## config.mk

```make
export PLATFORM = sky130hd
export DESIGN_NAME = alu_result_queue
export DESIGN_NICKNAME = d
export VERILOG_FILES = /design/src/rtl/alu_pkg.sv /design/src/rtl/alu_status_reg.sv /design/src/rtl/alu_result_queue.sv
export SDC_FILE = /design/constraint.sdc
export NUM_CORES = 1
export LEC_CHECK = 0
export CORE_ASPECT_RATIO = 1.4
export CORE_UTILIZATION = 48
export CTS_CLUSTER_SIZE = 25
export DETAILED_ROUTE_END_ITERATION = 8
export PLACE_DENSITY = 0.81
export SLEW_MARGIN = 20
export SYNTH_ARGS = -nofsm -noshare
export SYNTH_HDL_FRONTEND = slang
export SYNTH_HIERARCHICAL = 1
export SYNTH_SLANG_ARGS = --single-unit
```

## constraint.sdc

```tcl
create_clock -name elk -period 2.2 [get_ports elk]
set_clock_uncertainty 0.2 [all_clocks]
set_input_delay 0.44 -clock elk [delete_from_list [all_inputs] [get_ports elk]]
set_output_delay 0.44 -clock elk [all_outputs]
set_load 0.02 [all_outputs]
```

## src/rtl/alu_pkg.sv

```systemverilog
// Shared ALU definitions: opcodes, flag/status bit positions and queue entry metadata.
package alu_pkg;

  localparam int unsigned SEL_W   = 3;
  localparam int unsigned FLAGS_W = 3;
  localparam int unsigned STAT_W  = 4;

  // Opcodes carried alongside each result
  localparam logic [SEL_W-1:0] SEL_ADD = 3'b000;
  localparam logic [SEL_W-1:0] SEL_SUB = 3'b001;
  localparam logic [SEL_W-1:0] SEL_AND = 3'b010;
  localparam logic [SEL_W-1:0] SEL_OR  = 3'b011;
  localparam logic [SEL_W-1:0] SEL_XOR = 3'b100;
  localparam logic [SEL_W-1:0] SEL_SLT = 3'b101;
  localparam logic [SEL_W-1:0] SEL_SHL = 3'b110;
  localparam logic [SEL_W-1:0] SEL_SHR = 3'b111;

  // Bit positions inside the 3-bit flag field and the 4-bit status word
  localparam int unsigned FLAG_Z   = 2;
  localparam int unsigned FLAG_C   = 1;
  localparam int unsigned FLAG_V   = 0;
  localparam int unsigned STATUS_N = 3;

  // Per-entry metadata stored next to the result word
  typedef struct packed {
    logic [SEL_W-1:0]   sel;
    logic [FLAGS_W-1:0] flags;
  } meta_t;

  // Build the {n,z,c,v} status word from a sign bit and the raw flags
  function automatic logic [STAT_W-1:0] pack_status(input logic n, input logic [FLAGS_W-1:0] flags);
    logic [STAT_W-1:0] s;
    s = '0;
    s[STATUS_N] = n;
    s[FLAG_Z]   = flags[FLAG_Z];
    s[FLAG_C]   = flags[FLAG_C];
    s[FLAG_V]   = flags[FLAG_V];
    return s;
  endfunction

endpackage

```

## src/rtl/alu_status_reg.sv

```systemverilog
// 4-bit {n,z,c,v} status register with load enable and asynchronous reset.
module alu_status_reg
  import alu_pkg::*;
(
  input  logic              clk,
  input  logic              rst,
  input  logic              load,
  input  logic [STAT_W-1:0] d,
  output logic [STAT_W-1:0] q
);

  // Capture new status on load, hold otherwise
  always_ff @(posedge clk or posedge rst) begin
    if (rst) begin
      q <= '0;
    end else if (load) begin
      q <= d;
    end
  end

endmodule

```

## src/rtl/alu_result_queue.sv

```systemverilog
// Circular queue of ALU results with flags, sticky drop error and last-accepted status.
module alu_result_queue
  import alu_pkg::*;
#(
  parameter int unsigned DEPTH = 4,
  parameter int unsigned WIDTH = 32
) (
  input  logic                       elk,
  input  logic                       rst,
  input  logic                       in_valid,
  input  logic [SEL_W-1:0]           in_sel,
  input  logic [WIDTH-1:0]           in_res,
  input  logic                       in_z,
  input  logic                       in_c,
  input  logic                       in_v,
  output logic                       in_ready,
  output logic                       out_valid,
  input  logic                       out_ready,
  output logic [WIDTH-1:0]           out_res,
  output logic [SEL_W-1:0]           out_sel,
  output logic [FLAGS_W-1:0]         out_flags,
  output logic [STAT_W-1:0]          status,
  output logic [$clog2(DEPTH):0]     count,
  output logic                       drop_err,
  input  logic                       clr_err
);

  localparam int unsigned PW = $clog2(DEPTH);
  localparam int unsigned CW = PW + 1;

  logic [WIDTH-1:0] res_mem  [DEPTH];
  meta_t            meta_mem [DEPTH];
  logic [PW-1:0]    wr_ptr;
  logic [PW-1:0]    rd_ptr;
  logic             push;
  logic             pop;
  logic             drop;
  logic [FLAGS_W-1:0] in_flags;
  meta_t            in_meta;

  assign in_flags = {in_z, in_c, in_v};
  assign in_meta  = '{sel: in_sel, flags: in_flags};

  // Full queue still accepts when the head leaves in the same cycle
  assign in_ready  = (count < CW'(DEPTH)) || out_ready;
  assign out_valid = (count != '0);
  assign push      = in_valid && in_ready;
  assign pop       = out_valid && out_ready;
  assign drop      = in_valid && !in_ready;

  assign out_res   = res_mem[rd_ptr];
  assign out_sel   = meta_mem[rd_ptr].sel;
  assign out_flags = meta_mem[rd_ptr].flags;

  // Storage write; contents need no reset since count gates visibility
  always_ff @(posedge elk) begin
    if (push) begin
      res_mem[wr_ptr]  <= in_res;
      meta_mem[wr_ptr] <= in_meta;
    end
  end

  // Pointers wrap naturally at the power-of-two depth
  always_ff @(posedge elk or posedge rst) begin
    if (rst) begin
      wr_ptr <= '0;
      rd_ptr <= '0;
      count  <= '0;
    end else begin
      if (push) wr_ptr <= wr_ptr + PW'(1);
      if (pop)  rd_ptr <= rd_ptr + PW'(1);
      case ({push, pop})
        2'b10:   count <= count + CW'(1);
        2'b01:   count <= count - CW'(1);
        default: count <= count;
      endcase
    end
  end

  // Sticky drop flag; a drop in the same cycle as a clear wins
  always_ff @(posedge elk or posedge rst) begin
    if (rst) begin
      drop_err <= 1'b0;
    end else if (drop) begin
      drop_err <= 1'b1;
    end else if (clr_err) begin
      drop_err <= 1'b0;
    end
  end

  alu_status_reg u_status (
    .clk  (elk),
    .rst  (rst),
    .load (push),
    .d    (pack_status(in_res[WIDTH-1], in_flags)),
    .q    (status)
  );

endmodule

```

## Word-level counts from Yosys, hierarchy flattened

Memories as Yosys holds them, arrays and structs flattened.
Index checks and enable logic that the tools add are counted.

- Output and inout port bits: 48
- Input port bits: 43
- Logic and storage cells: 27
- Bits in writable memories: 152
- Bits in registers: 12
- Memories: 2

Memory list:

| memory | words | width | read ports | clocked after memory_dff | write ports | RTL line | RTL |
|---|---|---|---|---|---|---|---|
| res_mem | 4 | 32 | 1 | 0 | 1 | alu_result_queue.sv:31 | `logic [WIDTH-1:0] res_mem [DEPTH];` |
| meta_mem | 4 | 6 | 1 | 0 | 1 | alu_result_queue.sv:32 | `meta_t meta_mem [DEPTH];` |

- Multiplexer cells: 5
- Equal/unequal tests: 2
- Add/subtract/negate cells: 4
- $lt $le $gt $ge: 1
- Reductions and logical operators: 8

Operators by type and width:

| kind | number |
|---|---|
| $pmux 3 s2 | 1 |
| $add 2x1->2 const B | 2 |
| $mux 1 | 4 |
| $reduce_bool 2->1 | 2 |
| $add 3x1->3 const B | 1 |
| $logic_and 1x1->1 | 3 |
| $lt 3x3->1 const B | 1 |
| $reduce_bool 3->1 | 1 |
| $sub 3x1->3 const B | 1 |
| $eq 2x1->1 const B | 1 |
| $eq 2x2->1 const B | 1 |
| $logic_not 1->1 | 1 |
| $logic_or 1x1->1 | 1 |

## Depth between registers and ports, before layout

- Depth after elaboration: 5
- Mapped depth: 9
- Mapped depth without buffers: 8

## Modules after synthesis

Netlist, hierarchy kept.

Modules (own cells, without submodules):

| module | cells each | instances | area an instance (µm²) | seq. area each (µm²) |
|---|---|---|---|---|
| alu_result_queue | 243 | 1 | 5992.0 | 4764.6 |
| alu_status_reg | 9 | 1 | 148.9 | 100.1 |

## Worst setup path after synthesis

No wires, ideal clock.

- Kind: reg-to-reg
- Start: register count[2]
- End: memory meta_mem[0][0] (netlist name), enable pin
- Clock period less this slack: 2.377 ns
- Library setup time: 0.399 ns
- Slack: -0.177 ns
- Data arrival time: 1.778 ns
- Data required time: 1.601 ns
- Cell stages (with the launch flop): 4
- Buffers on the path: 1
- Cells stage by stage: dfrtp_1 > nand2b_1 > buf_2 > and3_1

- Cells in the longest elaborated chain, start to end: 5

RTL lines:

| element | RTL line | RTL |
|---|---|---|
| from (decl) | alu_result_queue.sv:23 | `output logic [$clog2(DEPTH):0] count,` |
| from (signal assigned) | alu_result_queue.sv:73 | `2'b10: count <= count + CW'(1);` |
| from (signal assigned) | alu_result_queue.sv:74 | `2'b01: count <= count - CW'(1);` |
| from (signal assigned) | alu_result_queue.sv:75 | `default: count <= count;` |
| $lt 3x3->1 | alu_result_queue.sv:45 | `assign in_ready = (count < CW'(DEPTH)) \|\| out_ready;` |
| $logic_or 1x1->1 | alu_result_queue.sv:45 |  |
| net in_ready | alu_result_queue.sv:16 | `output logic in_ready,` |
| $logic_and 1x1->1 | alu_result_queue.sv:47 | `assign push = in_valid && in_ready;` |
| $mux 1 | alu_result_queue.sv:57 | `if (push) begin` |
| $mux 1 (not written as such) | alu_result_queue.sv:59 | `meta_mem[wr_ptr] <= in_meta;` |
| to (decl) | alu_result_queue.sv:32 |  |

The timed path passes the listed nets, and every way through them passes these cells.

## Worst setup path after layout

- Start: register rd_ptr[0]
- End: output out_res[31]

- Cells in the longest elaborated chain, start to end: 1

RTL lines:

| element | RTL line | RTL |
|---|---|---|
| from (decl) | alu_result_queue.sv:34 | `logic [PW-1:0] rd_ptr;` |
| from (signal assigned) | alu_result_queue.sv:71 | `if (pop) rd_ptr <= rd_ptr + PW'(1);` |
| $mem_v2 4x32 | -- |  |
| to (decl) | alu_result_queue.sv:19 | `output logic [WIDTH-1:0] out_res,` |

No other way between the ends.

==> implementation parameters <==
Parameter                              Value

Status
  Result of the run    finished, violations left
  Violations in the final reports    negative setup slack

GRT
  Busiest layer in global routing    met2
  Antenna violations before repair    0
  Global routing met3 resource utilization    about 4.3%
  Via count of the first global-routing pass    between 3,000 and 4,000
  Overflow after GRT    0
  GR Layer Usage met2    a little under a third
  Wire length of the first global-routing pass    16,590 um
  Met1 global-route usage    around a fifth
  All-Layer GR Usage    17.34%
  Pin count of the biggest net entering global routing    28

Routing
  Via density    about 5.3
  Detail-routed net length per standard cell    19.98 um
  Drt drc    0
  First drt pass iteration count    4
  Final ANT Viol Nets    0
  Total wirelength of the detailed-routed design    10,790 um
  Iteration-0 DRC Markers    a little over 90
  Routed vias    2,877

Logic synthesis
  Multiplexer share of the synthesized area    between 10% and 20%
  Sequential share of the synthesized area    79.22%
  Synth top cells by count    edfxtp_1 (152), mux4_2 (38), dfrtp_1 (12)
  Synthesized-area fraction occupied by and/or/nand/nor cells    0.8761%
  Cell Area, Synth    slightly above 6000 sq um
  Number of flops mapped to enable cells by yosys    between 150 and 200
  Synthesized area divided by synthesized cell count    roughly 24 sq um
  Fraction of post-synthesis cell area in the top cell type by area    around three quarters
  Seq cells post-synth    about 160
  Xor-xnor portion of the synthesized cell area    less than 1%
  Main combinational cell family by area after synthesis    multiplexers
  Leading cell types by total area after synthesis    edfxtp_1 (74%), mux4_2 (14%), dfrtp_1 (4.9%)
  Total nets after synthesis    about 300
  Share of the synthesized area in compound gates (AO/OA/AOI/OAI)    0.3260%
  Synth Area in Adders    under 10%
  Post-Synthesis Cells    around 250
  Fraction of synthesis flops using an asynchronous set or reset pin    under 10%
  Count leader, synth    edfxtp_1
  Number of different library cells in the post-synthesis netlist    23
  Cell taking the most area after synthesis    edfxtp_1
  Number of warnings printed during yosys synthesis    6
  Post-synth top flop    edfxtp_1

Clock tree
  Number of buffers added by the clock tree synthesis step    17
  CTS clk-pin slew, worst paths    0.06 ns
  Clock tree root driver cell    clkbuf_16
  H-tree Lvls    4
  Deepest clock path buffer count    2
  CTS tree    yes
  Clock insertion delay at the later pin of the skew report    around 0.42 ns
  Number of clock sinks seen by CTS    roughly 160

Cells and area
  Final core utilization    63.54%
  Net count, final    between 400 and 500
  Number of cells in the finished layout apart from fillers    540
  Fraction of final layout cells sized beyond drive strength 1    a little over a third
  Layout overhead on the synthesized area    28.02%
  Number of diodes    0

Critical path
  Critical path endpoint category    output pin
  Kind of start point of the critical path    flip-flop
  Required time worst endpoint    ~1.6 ns
  Critical path arrival    between 1.5 and 2 ns
  Startpoint-to-endpoint class of the critical path    flip-flop to output pin
  Crit path max fanout    13

Timing
  Highest attainable clock frequency    413.2 MHz
  RSZ-0062 raised after global routing    true
  Final Hold Violating Endpoints    0
  Period Utilization, post-route    110.0%
  Endpoints failing setup    38
  Slew HR    roughly 77%
  Min cycle time layout    approximately 2.4 ns
  Setup slack of the critical path after layout    -0.2203 ns
  Final Slew Violations    0
  Worst Hold Margin    between 0.05 and 0.06 ns
  Slew @ Worst Pin    0.3417 ns

Die
  Chip width    a little under 100 um
  CORE AREA    12,370 sq um
  I/O pin count    just over 90
  Placement row count    48
  Starting Density    about half
  Die outline area    approximately 13,000 sq um
  Die Height    ~140 um

Placement
  Detailed Place HPWL    slightly below 7000 um
  Input/output buffers    90
  Weighted congestion reported at the end of routability-driven placement    ~0.7
  Setup slack at placement    -0.3094 ns
  Cell count after placement    between 500 and 600

Power and ir drop
  Power per unit of standard cell area    about 1300 nW/um^2
  Leakage power    ~2.7 nW
  Power, Total    between 10 and 15 mW
  Maximum ir drop on the vdd rail    about 0.78 mV

Flow run
  Number of max-capacitance violations reported    0

Hold path
  Min-delay worst type    input port to async pin
==> path summary, 6_finish.rpt <==
path | start | endpoint | slack [ns] | cells past startpoint
setup / recovery | rd_ptr[0]$_DFFE_PP0P_ | out_res[31] | -0.22 | 4
hold / removal | rst | u_status/q[2]$_DFFE_PP0P_ | 0.05 | 2
setup reg to reg | count[2]$_DFFE_PP0P_ | count[1]$_DFFE_PP0P_ | 0.15 | 6
hold reg to reg | u_status/q[0]$_DFFE_PP0P_ | u_status/q[0]$_DFFE_PP0P_ | 0.31 | 1
max in group asynchronous | rst | rd_ptr[1]$_DFFE_PP0P_ | 1.39 | 2
min in group elk | u_status/q[0]$_DFFE_PP0P_ | u_status/q[0]$_DFFE_PP0P_ | 0.31 | 1
==> what timing repair did <==
| action | CTS | global route |
|---|---|---|
| cloned | 1 | 0 |
| resized for setup | 169 | 3 |
| hold buffers | 0 | 0 |
| pin swaps | 0 | 0 |
| setup buffers | 4 | 1 |
| setup endpoints to repair | 40 | 39 |
==> logic make-up (layout without fill, tap and decap cells) <==
group / count (synthesis) / count (layout)
flip-flops: 164 / 164
multiplexers: 43 / 43
buffers and inverters: 20 / 158
AND/OR/NAND/NOR: 10 / 10
adder cells (fa/ha/maj): 6 / 6
XOR/XNOR: 6 / 6
AO/OA/AOI/OAI: 3 / 3
==> registers in the layout, summed over array words and instances, names as in the netlist <==
signal	flops
res_mem	128
meta_mem	24
rd_ptr	2
u_status/q	4
count	3
wr_ptr	2
drop_err	1
==> routing by layer <==
layer	share of wire [%]	routed length [um]
met1	39	4172
met2	55	5938
met3	4.2	452
met4	2.1	226
met5	0	0
==> layout make-up <==
class	instances	area, sq um
Multi-Input combinational cell	68	1125
Fill cell	856	4511
Tap cell	150	187.7
Clock inverter	13	86.33
Timing Repair Buffer	116	1125
Inverter	10	37.54
Clock buffer	19	432.9
Sequential cell	164	4867
==> critical path, stage by stage (launching register included) <==
cell and delay [ns]:
dfrtp_2 0.39, buf_12 0.12, buf_12 0.15, mux4_2 0.52, buf_2 0.18
==> layout by cell type (no fill, tap or decap), types with 2 or more instances in the layout <==
| cell type | n |
|---|---|
| clkbuf_16 | 17 |
| clkbuf_1 | 2 |
| xnor2_1 | 3 |
| clkdlybuf4s50_1 | 50 |
| inv_1 | 10 |
| nand2_1 | 2 |
| dfrtp_1 | 10 |
| clkinv_1 | 2 |
| ha_1 | 5 |
| mux2_2 | 4 |
| buf_2 | 30 |
| xor2_1 | 3 |
| and3_2 | 4 |
| clkinv_4 | 4 |
| buf_4 | 13 |
| edfxtp_1 | 152 |
| mux4_2 | 38 |
| buf_12 | 12 |
| clkinvlp_4 | 2 |
| buf_6 | 8 |
| clkinv_2 | 4 |
| dfrtp_2 | 2 |
==> stage by stage <==
stage	cell area [sq um]	setup TNS [ns]
after floorplan	6146	0
after global placement	7406	-5.247
after detailed placement	7406	-5.626
after CTS	7846	-8.056
after global routing	7861	-9.056
final	7861	-7.244
==> power by group <==
group          internal, mW  switching, mW
clock network          1.43           1.15
logic                  1.86           1.95
registers              4.01          0.170
No activity file was read; power rests on OpenSTA's default activity.
